===== src/rtl/mem_arbiter_if.sv =====
// Request/response bus between the IF/MEM pipeline stages, the arbiter and the SRAM pads.
// The slave modport is the arbiter; the master modport is the pipeline plus SRAM side.
interface mem_arbiter_if;
  logic        if_req;
  logic [31:0] if_addr;
  logic [31:0] if_rdata;
  logic        if_valid;
  logic        mem_req;
  logic        mem_we;
  logic [31:0] mem_addr;
  logic [31:0] mem_wdata;
  logic [3:0]  mem_sel;
  logic [31:0] mem_rdata;
  logic        mem_valid;
  logic        stall_if;
  logic        stall_mem;
  logic [19:0] sram_addr;
  logic [31:0] sram_wdata;
  logic        sram_wdata_oe;
  logic [31:0] sram_rdata;
  logic        sram_ce_n;
  logic        sram_oe_n;
  logic        sram_we_n;
  logic [3:0]  sram_be_n;

  modport slave (
    input  if_req, if_addr, mem_req, mem_we, mem_addr, mem_wdata, mem_sel, sram_rdata,
    output if_rdata, if_valid, mem_rdata, mem_valid, stall_if, stall_mem,
           sram_addr, sram_wdata, sram_wdata_oe, sram_ce_n, sram_oe_n, sram_we_n, sram_be_n
  );

  modport master (
    output if_req, if_addr, mem_req, mem_we, mem_addr, mem_wdata, mem_sel, sram_rdata,
    input  if_rdata, if_valid, mem_rdata, mem_valid, stall_if, stall_mem,
           sram_addr, sram_wdata, sram_wdata_oe, sram_ce_n, sram_oe_n, sram_we_n, sram_be_n
  );
endinterface


===== src/rtl/mem_arbiter.sv =====
// Single-port asynchronous SRAM arbiter: MEM stage has fixed priority over instruction fetch.
// Strobes are registered from the next state so pads change cleanly on clock edges.
module mem_arbiter #(
  parameter int unsigned RD_WAIT  = 1,
  parameter int unsigned WR_PULSE = 1
) (
  input logic          clk,
  input logic          rst,
  mem_arbiter_if.slave bus
);
  localparam int unsigned CNT_W  = 4;
  localparam int unsigned AW     = 20;
  localparam int unsigned DW     = 32;
  localparam int unsigned SEL_W  = 4;

  typedef enum logic [2:0] {IDLE, READ, WSETUP, WPULSE, WHOLD, RESP} state_t;

  state_t             state_q, state_d;
  logic               owner_q, owner_d;   // 1 = MEM owns the SRAM, 0 = IF
  logic [CNT_W-1:0]   cnt_q, cnt_d;
  logic [AW-1:0]      addr_q, addr_d;
  logic [DW-1:0]      wdata_q, wdata_d;
  logic [SEL_W-1:0]   sel_q, sel_d;
  logic               ce_n_q, oe_n_q, we_n_q, woe_q;
  logic               ce_n_d, oe_n_d, we_n_d, woe_d;
  logic [SEL_W-1:0]   be_n_q, be_n_d;
  logic [DW-1:0]      if_rdata_q, mem_rdata_q;
  logic               if_valid_q, mem_valid_q;
  logic               if_valid_d, mem_valid_d;
  logic               capture_c;

  // Last wait cycle of a read: sample the pad into the owner's data register
  assign capture_c = (state_q == READ) && (cnt_q == '0);

  // Next-state, grant latching and next values of the registered strobes
  always_comb begin
    state_d = state_q;
    owner_d = owner_q;
    cnt_d   = cnt_q;
    addr_d  = addr_q;
    wdata_d = wdata_q;
    sel_d   = sel_q;
    unique case (state_q)
      IDLE: begin
        if (bus.mem_req) begin
          owner_d = 1'b1;
          addr_d  = bus.mem_addr[21:2];
          wdata_d = bus.mem_wdata;
          sel_d   = bus.mem_sel;
          if (bus.mem_we) begin
            state_d = WSETUP;
          end else begin
            state_d = READ;
            cnt_d   = CNT_W'(RD_WAIT - 1);
          end
        end else if (bus.if_req) begin
          owner_d = 1'b0;
          addr_d  = bus.if_addr[21:2];
          state_d = READ;
          cnt_d   = CNT_W'(RD_WAIT - 1);
        end
      end
      READ: begin
        if (cnt_q == '0) state_d = RESP;
        else             cnt_d   = cnt_q - CNT_W'(1);
      end
      WSETUP: begin
        state_d = WPULSE;
        cnt_d   = CNT_W'(WR_PULSE - 1);
      end
      WPULSE: begin
        if (cnt_q == '0) state_d = WHOLD;
        else             cnt_d   = cnt_q - CNT_W'(1);
      end
      WHOLD:   state_d = RESP;
      RESP:    state_d = IDLE;
      default: state_d = IDLE;
    endcase

    ce_n_d      = !(state_d inside {READ, WSETUP, WPULSE, WHOLD});
    oe_n_d      = (state_d != READ);
    we_n_d      = (state_d != WPULSE);
    woe_d       = (state_d inside {WSETUP, WPULSE, WHOLD});
    if_valid_d  = (state_d == RESP) && !owner_d;
    mem_valid_d = (state_d == RESP) && owner_d;
    if (state_d == READ)  be_n_d = '0;
    else if (woe_d)       be_n_d = ~sel_d;
    else                  be_n_d = '1;
  end

  always_ff @(posedge clk) begin
    if (rst) begin
      state_q     <= IDLE;
      owner_q     <= 1'b0;
      cnt_q       <= '0;
      addr_q      <= '0;
      wdata_q     <= '0;
      sel_q       <= '0;
      ce_n_q      <= 1'b1;
      oe_n_q      <= 1'b1;
      we_n_q      <= 1'b1;
      woe_q       <= 1'b0;
      be_n_q      <= '1;
      if_rdata_q  <= '0;
      mem_rdata_q <= '0;
      if_valid_q  <= 1'b0;
      mem_valid_q <= 1'b0;
    end else begin
      state_q     <= state_d;
      owner_q     <= owner_d;
      cnt_q       <= cnt_d;
      addr_q      <= addr_d;
      wdata_q     <= wdata_d;
      sel_q       <= sel_d;
      ce_n_q      <= ce_n_d;
      oe_n_q      <= oe_n_d;
      we_n_q      <= we_n_d;
      woe_q       <= woe_d;
      be_n_q      <= be_n_d;
      if_valid_q  <= if_valid_d;
      mem_valid_q <= mem_valid_d;
      if (capture_c && owner_q)  mem_rdata_q <= bus.sram_rdata;
      if (capture_c && !owner_q) if_rdata_q  <= bus.sram_rdata;
    end
  end

  assign bus.sram_addr     = addr_q;
  assign bus.sram_wdata    = wdata_q;
  assign bus.sram_wdata_oe = woe_q;
  assign bus.sram_ce_n     = ce_n_q;
  assign bus.sram_oe_n     = oe_n_q;
  assign bus.sram_we_n     = we_n_q;
  assign bus.sram_be_n     = be_n_q;
  assign bus.if_rdata      = if_rdata_q;
  assign bus.mem_rdata     = mem_rdata_q;
  assign bus.if_valid      = if_valid_q;
  assign bus.mem_valid     = mem_valid_q;

  // Stalls release in the same cycle the registered valid pulse appears
  assign bus.stall_if  = bus.if_req  & ~if_valid_q;
  assign bus.stall_mem = bus.mem_req & ~mem_valid_q;
endmodule


===== src/flat_wrapper.sv =====
// flat-port wrapper written by rule: the top's interface ports become plain ports
module mem_arbiter_flat 
#(
  parameter int unsigned RD_WAIT  = 1,
  parameter int unsigned WR_PULSE = 1
)
  (clk, rst, bus_if_req, bus_if_addr, bus_mem_req, bus_mem_we, bus_mem_addr, bus_mem_wdata, bus_mem_sel, bus_sram_rdata, bus_if_rdata, bus_if_valid, bus_mem_rdata, bus_mem_valid, bus_stall_if, bus_stall_mem, bus_sram_addr, bus_sram_wdata, bus_sram_wdata_oe, bus_sram_ce_n, bus_sram_oe_n, bus_sram_we_n, bus_sram_be_n);
  mem_arbiter_if bus_i ();
  input logic clk;
  input logic rst;
  input wire logic [$bits(bus_i.if_req)-1:0] bus_if_req;
  input wire logic [$bits(bus_i.if_addr)-1:0] bus_if_addr;
  input wire logic [$bits(bus_i.mem_req)-1:0] bus_mem_req;
  input wire logic [$bits(bus_i.mem_we)-1:0] bus_mem_we;
  input wire logic [$bits(bus_i.mem_addr)-1:0] bus_mem_addr;
  input wire logic [$bits(bus_i.mem_wdata)-1:0] bus_mem_wdata;
  input wire logic [$bits(bus_i.mem_sel)-1:0] bus_mem_sel;
  input wire logic [$bits(bus_i.sram_rdata)-1:0] bus_sram_rdata;
  output wire logic [$bits(bus_i.if_rdata)-1:0] bus_if_rdata;
  output wire logic [$bits(bus_i.if_valid)-1:0] bus_if_valid;
  output wire logic [$bits(bus_i.mem_rdata)-1:0] bus_mem_rdata;
  output wire logic [$bits(bus_i.mem_valid)-1:0] bus_mem_valid;
  output wire logic [$bits(bus_i.stall_if)-1:0] bus_stall_if;
  output wire logic [$bits(bus_i.stall_mem)-1:0] bus_stall_mem;
  output wire logic [$bits(bus_i.sram_addr)-1:0] bus_sram_addr;
  output wire logic [$bits(bus_i.sram_wdata)-1:0] bus_sram_wdata;
  output wire logic [$bits(bus_i.sram_wdata_oe)-1:0] bus_sram_wdata_oe;
  output wire logic [$bits(bus_i.sram_ce_n)-1:0] bus_sram_ce_n;
  output wire logic [$bits(bus_i.sram_oe_n)-1:0] bus_sram_oe_n;
  output wire logic [$bits(bus_i.sram_we_n)-1:0] bus_sram_we_n;
  output wire logic [$bits(bus_i.sram_be_n)-1:0] bus_sram_be_n;
  assign bus_i.if_req = bus_if_req;
  assign bus_i.if_addr = bus_if_addr;
  assign bus_i.mem_req = bus_mem_req;
  assign bus_i.mem_we = bus_mem_we;
  assign bus_i.mem_addr = bus_mem_addr;
  assign bus_i.mem_wdata = bus_mem_wdata;
  assign bus_i.mem_sel = bus_mem_sel;
  assign bus_i.sram_rdata = bus_sram_rdata;
  assign bus_if_rdata = bus_i.if_rdata;
  assign bus_if_valid = bus_i.if_valid;
  assign bus_mem_rdata = bus_i.mem_rdata;
  assign bus_mem_valid = bus_i.mem_valid;
  assign bus_stall_if = bus_i.stall_if;
  assign bus_stall_mem = bus_i.stall_mem;
  assign bus_sram_addr = bus_i.sram_addr;
  assign bus_sram_wdata = bus_i.sram_wdata;
  assign bus_sram_wdata_oe = bus_i.sram_wdata_oe;
  assign bus_sram_ce_n = bus_i.sram_ce_n;
  assign bus_sram_oe_n = bus_i.sram_oe_n;
  assign bus_sram_we_n = bus_i.sram_we_n;
  assign bus_sram_be_n = bus_i.sram_be_n;
  mem_arbiter #(.RD_WAIT(RD_WAIT), .WR_PULSE(WR_PULSE)) u_core (.clk(clk), .rst(rst), .bus(bus_i));
endmodule

===== config.mk =====
export PLATFORM = sky130hd
export DESIGN_NAME = mem_arbiter_flat
export DESIGN_NICKNAME = d
export VERILOG_FILES = /design/src/rtl/mem_arbiter_if.sv /design/src/rtl/mem_arbiter.sv /design/src/flat_wrapper.sv
export SDC_FILE = /design/constraint.sdc
export NUM_CORES = 1
export LEC_CHECK = 0
export CELL_PAD_IN_SITES_DETAIL_PLACEMENT = 0
export CELL_PAD_IN_SITES_GLOBAL_PLACEMENT = 1
export CORE_MARGIN = 8
export CORE_UTILIZATION = 47
export DETAILED_ROUTE_END_ITERATION = 10
export DONT_BUFFER_PORTS = 1
export PLACE_DENSITY_LB_ADDON = 0.1
export REMOVE_ABC_BUFFERS = 1
export SYNTH_ARGS = -nofsm -noshare
export SYNTH_HDL_FRONTEND = slang
export SYNTH_SLANG_ARGS = --single-unit

===== constraint.sdc =====
create_clock -name clk -period 2.8 [get_ports clk]
set_clock_uncertainty 0.2 [all_clocks]
set_input_delay 0.14 -clock clk [delete_from_list [all_inputs] [get_ports clk]]
set_output_delay 0.14 -clock clk [all_outputs]
set_load 0.005 [all_outputs]

==> Yosys cells after proc, flatten, opt, wreduce, memory -nomap -nowiden <==
Index checks and enable logic that the tools add are counted.
{ "word_totals": {"reg_bits": 138, "inputBits": 137} }
{ "classes": {"add_sub_neg": 1, "n_eq_ne": 14, "reduce_logical": 18, "muxes": 20, "n_bitwise": 5} }
{ "ops": {"columns": ["operator", "count"], "rows": [
  ["20-bit two-way mux", 2],
  ["4-bit two-way mux", 8],
  ["3-bit one-hot mux with 5 select lines", 1],
  ["3-bit by 2-bit == test with 1-bit output, second input constant", 4],
  ["3-bit two-way mux", 4],
  ["4-bit one-hot mux with 3 select lines", 1],
  ["3-bit == test, second input constant", 3],
  ["3-bit by 1-bit == test with 1-bit output, second input constant", 2],
  ["3-bit != test, second input constant", 2],
  ["3-bit nonzero test", 2],
  ["1-bit logical AND", 5],
  ["4-bit logical NOT", 1],
  ["4-bit NOT", 1],
  ["2-bit AND reduction", 2],
  ["4-bit AND reduction", 1],
  ["4-bit nonzero test", 1],
  ["4-bit by 1-bit subtractor with 4-bit output, second input constant", 1],
  ["1-bit logical NOT", 3],
  ["3-bit logical NOT", 1],
  ["1-bit two-way mux", 3],
  ["3-bit by 1-bit != test with 1-bit output, second input constant", 1],
  ["3-bit by 2-bit != test with 1-bit output, second input constant", 1],
  ["1-bit AND", 2],
  ["2-bit two-way mux", 1],
  ["other kinds (4)", 5]
]} }

==> Longest topological paths before layout <==
{ "depth": {"word_depth": 7, "ltp_mapped": 8, "mapped_depth_nobuf": 6} }

==> Worst setup path before layout <==
OpenSTA, ideal clock, no wires.
{ "synth_path": {"kind": "register -> register", "from": "reg u_core.cnt_q[0]", "to": "reg u_core.if_rdata_q[10] (netlist: u_core.bus.if_rdata[10])", "path_stages_with_launch": 9, "setup_slack_ps": 939, "arrival_time_ps": 1528, "setup_ps": 132, "synth_period_minus_slack_ps": 1861, "path_cell_list": "dfxtp_1 inv_1 ha_1 nand4bb_4 or4_1 buf_2 buf_6 nand2_1 a21oi_1"} }
{ "synth_via": {"elab_chain_len": 3} }
{ "synth_rtl": {"columns": ["item", "line_no", "source"], "rows": [
  ["start, declared", "mem_arbiter.sv:20", "logic [CNT_W-1:0] cnt_q, cnt_d;"],
  ["start signal, assigned", "mem_arbiter.sv:111", "cnt_q <= cnt_d;"],
  ["4-bit logical NOT", "mem_arbiter.sv:33", "assign capture_c = (state_q == READ) && (cnt_q == '0);"],
  ["1-bit logical AND", "mem_arbiter.sv:33", null],
  ["1-bit logical AND", "mem_arbiter.sv:123", "if (capture_c && !owner_q) if_rdata_q <= bus.sram_rdata;"],
  ["end signal, assigned", "mem_arbiter.sv:123", null],
  ["end, declared", "mem_arbiter.sv:27", "logic [DW-1:0] if_rdata_q, mem_rdata_q;"]
]} }
Every way passes these cells.
A chain may end at the register's enable or synchronous reset.

==> Final worst setup path <==
{ "layout_path": {"from": "reg u_core.state_q[0]", "to": "reg u_core.if_rdata_q[2] (netlist: u_core.bus.if_rdata[2])"} }
{ "layout_via": {"elab_chain_len": 3} }
{ "layout_rtl": {"columns": ["item", "line_no", "source"], "rows": [
  ["start, declared", "mem_arbiter.sv:18", "state_t state_q, state_d;"],
  ["start signal, assigned", "mem_arbiter.sv:109", "state_q <= state_d;"],
  ["3-bit by 1-bit == test with 1-bit output", "mem_arbiter.sv:33", null],
  ["1-bit logical AND", "mem_arbiter.sv:33", null],
  ["1-bit logical AND", "mem_arbiter.sv:123", null]
]} }
Every way passes these cells.

==> run summary <==
• 832 — # fillers
• 2810 ps — Worst EP arrival
• 2 — maximum clock insertion buffer count
• 0 — synthesis warning total
• 25.0 mm — global-route wire length before repair
• sky130_fd_sc_hd__dfxtp_1 — Synth area leader
• 0.381 GHz — Highest Clock Rate
• 0.586 mV — worst vdd ir
• 4 — count of cells along the worst hold path
• 611 — post-synthesis instance total
• 45.7% — max-slew headroom at the worst pin
• 0 — remaining antenna violation count after routing
• 0% — FFs w/ async S/R, synth
• flip-flop to flip-flop — type of the worst setup path
• 39.1% — layout-stage area growth over the synthesis result
• 18.0 um — Routed WL per cell
• 4 — iteration count of the initial detailed-routing pass
• 928 nW/um^2 — PwrDens
• 53.3% — top-area cell type share of the netlist area
• 20.8% — share of synthesized cell area in and, or, nand and nor gates
• 0 — number of setup buffers added after CTS
• 0 — Port-buffer cells
• 4798 — via count of the first global-routing pass
• false — RSZ-0062 raised after global routing
• 0 — grt total ovfl
• 121 um — die boundary height
• 16.0 mm — WL final
• 121 um — die boundary width
• 7200 sq um — Final Instance Area
• 812 ps — Worst Max-Slew Pin Slew
• 71.4 ps — Hold Worst Slack
• 15.3% — area fraction in compound gates after synthesis
• 0 ps — final total negative setup slack
• 66.8% — core utilization of the finished layout
• 0 — final-report max-slew violation count
• 0 — MaxCap Viol Count
• sky130_fd_sc_hd__dfxtp_1, sky130_fd_sc_hd__nand2_1, sky130_fd_sc_hd__a21oi_1 — top cells by area, synth
• 4 — number of levels the H-tree was split into
• 4.83% — multiplexer share of the synthesized area
• 53.3% — sequential-to-total area share from yosys stat
• 2620 ps — Min Clock Period, post-route
• u_core.bus.if_rdata[2]$_SDFFE_PP0P_ — crit path capture
• 138 — Num Clock Sinks
• 265 — I/O pin count
• 32 — crit path max fanout
• simple AND/OR/NAND/NOR gates — main combinational cell family by area after synthesis
• 5160 sq um — area after detailed placement
• 21.3% — overall routing resource usage
• 0 — DR DRC count
• done — clock tree from TritonCTS
• 48.0% — effective utilization at floorplan
• 8.48 sq um — mean instance size in the synthesized netlist
• sky130_fd_sc_hd__clkbuf_8 — Clock Root Buffer
• 0.242% — Adder-Cell Fraction of Synth Area
• 132 — maximum number of pins on one net before global-route repair
• bus_mem_req — Min-Delay Startpoint
• 4654 — via total after detailed routing
• 17 — TritonCTS buffer count
• 5.75% — fraction of layout cells with a size suffix above 1
• 0 — antenna violations before repair
• flip-flop — critical path launch point type
• 5.24 — Vias/cell
• 0.764 — routability congestion estimate from global placement
• 138 — number of synthesized register bits
• 38 — number of placement rows
• complete, no violations — outcome
• 2990 ps — Req. time, crit path
• 500 ps — insertion delay to the later sink of the worst-skew pair
• sky130_fd_sc_hd__dfxtp_1 — dominant register cell in the synthesized netlist
• u_core.state_q[0]$_SDFF_PP0_ — Critical Path Start
• u_core.bus.if_rdata[2]$_SDFFE_PP0P_ — critical register-to-register path endpoint
• 6.68 mW — post-layout total power
• 93.6% — ratio of final minimum period to clock period
• 0 — final-report setup violation count
• flip-flop — Crit. End Element
• 0 — number of enable-type register cells in the synthesized netlist
• 876 — number of nets in the final layout
• 0 — final number of hold-violating endpoints
• 180 ps — R2R setup slack
• 41 — synth unique cells
• 2.75 nW — leakage dissipation
• 60 ps — CTS clock-pin slew for the worst setup and hold paths
• 9.33 mm — detailed-placement wirelength estimate
• 14600 sq um — full die area
• 0% — synthesized-area fraction occupied by xor and xnor cells
• 6 — worst r2r path cells
• 5180 sq um — post-synthesis instance area
• primary input to flip-flop — type of the most critical hold path
• u_core.state_q[0]$_SDFF_PP0_ — R2R Path Start
• 356 — DRT iter0 DRCs
• 10800 sq um — floorplan core area
-- flip-flops by register name, indices dropped and copies added (netlist names), 3 cells and up --
register               cells
u_core.bus.if_rdata       32
u_core.bus.mem_rdata      32
u_core.bus.sram_wdata     32
u_core.bus.sram_addr      20
u_core.bus.sram_be_n       4
u_core.cnt_q               4
u_core.sel_q               4
u_core.state_q             3
-- layout by cell type, fill, tap and decap left out, types with 2 or more instances in the layout --
cell type / count
sky130_fd_sc_hd__and2_1: 2
sky130_fd_sc_hd__a211oi_1: 21
sky130_fd_sc_hd__clkinv_2: 3
sky130_fd_sc_hd__a21oi_1: 103
sky130_fd_sc_hd__mux2i_1: 25
sky130_fd_sc_hd__nor2b_1: 3
sky130_fd_sc_hd__clkbuf_8: 2
sky130_fd_sc_hd__clkinvlp_4: 2
sky130_fd_sc_hd__nand2b_1: 2
sky130_fd_sc_hd__clkbuf_16: 16
sky130_fd_sc_hd__nor2_1: 34
sky130_fd_sc_hd__buf_4: 8
sky130_fd_sc_hd__nand4_1: 2
sky130_fd_sc_hd__a31oi_1: 2
sky130_fd_sc_hd__nor3b_2: 2
sky130_fd_sc_hd__o31ai_1: 3
sky130_fd_sc_hd__a311oi_1: 2
sky130_fd_sc_hd__nand2_1: 197
sky130_fd_sc_hd__dlygate4sd3_1: 147
sky130_fd_sc_hd__bufinv_16: 2
sky130_fd_sc_hd__inv_1: 5
sky130_fd_sc_hd__dfxtp_1: 138
sky130_fd_sc_hd__clkbuf_1: 3
-- cell type report --
| cell class | instances | area (sq um) | area share [%] |
|---|---|---|---|
| multi-input cells | 420 | 2150 | 29.8 |
| inverters | 5 | 18.8 | 0.261 |
| diodes | 1 | 2.50 | 0.0347 |
| clock inverters | 8 | 98.8 | 1.37 |
| well taps | 140 | 175 | 2.43 |
| repair buffers | 156 | 1560 | 21.6 |
| clock buffers | 21 | 439 | 6.10 |
| flip-flops and latches | 138 | 2760 | 38.3 |
-- worst min path at each step --
stage,endpoint,slack [ps]
final,u_core.bus.sram_wdata[23]$_SDFFE_PP0P_,70
after global routing,u_core.bus.sram_wdata[23]$_SDFFE_PP0P_,70
after CTS,u_core.bus.sram_wdata[23]$_SDFFE_PP0P_,40
after detailed placement,u_core.bus.sram_wdata[21]$_SDFFE_PP0P_,30
after global placement,u_core.bus.sram_wdata[9]$_SDFFE_PP0P_,20
after floorplan,u_core.bus.if_rdata[0]$_SDFFE_PP0P_,9
-- logic make-up (layout without fill, tap and decap cells) --
| logic type | after synthesis | after routing |
|---|---|---|
| adders and majority gates | 1 | 1 |
| AOI/OAI and AO/OA | 139 | 139 |
| muxes | 25 | 25 |
| other | 0 | 1 |
| and+or+nand+nor | 255 | 255 |
| buffers and inverters | 53 | 190 |
| DFF | 138 | 138 |
-- critical path, cell delays in order, from the launching register on --
cell	delay, ps
sky130_fd_sc_hd__dfxtp_1	620
sky130_fd_sc_hd__nand4bb_4	220
sky130_fd_sc_hd__or4_1	430
sky130_fd_sc_hd__buf_4	270
sky130_fd_sc_hd__nand2_1	110
sky130_fd_sc_hd__a21oi_1	60
sky130_fd_sc_hd__dlygate4sd3_1	580
-- through the flow --
step                      setup slack [ps]  cells
after detailed placement               573    711
after global placement                 614    711
after CTS                              195    888
after floorplan                      -1750    563
after global routing                  51.0    888
final                                  178    889
-- routing by layer --
| layer | part of all wire, % | GRT usage [%] | vias up |
|---|---|---|---|
| met5 | 0 | 0 | - |
| met4 | 1.6 | 7.57 | 0 |
| met3 | 11 | 10.8 | 23 |
| met2 | 49 | 35.5 | 200 |
| met1 | 38 | 22.9 | 2144 |
| li1 | - | - | 2287 |
-- power breakdown --
| part | total, mW | internal [mW] | switching (mW) |
|---|---|---|---|
| logic | 1.79 | 0.760 | 1.03 |
| registers | 2.84 | 2.42 | 0.429 |
| clock network | 2.05 | 1.27 | 0.781 |
| total | 6.68 | 4.45 | 2.24 |
-- synthesized netlist by cell type (all sizes together), types with 2 or more instances --
cell and instances:
a211oi 21, a21boi 2, a21oi 103, a311oi 2, a31oi 2, and2 2, buf 26, clkbuf 22
dfxtp 138, inv 5, mux2i 25, nand2 197, nand2b 2, nand4 2, nor2 34, nor2b 3
nor3 3, nor3b 2, o31ai 3, or2 2
-- what timing repair did --
item,CTS,global route
hold buffers,148,0
hold endpoints to repair,138,0
resized for setup,0,0
(Power assumes the default switching activity.)
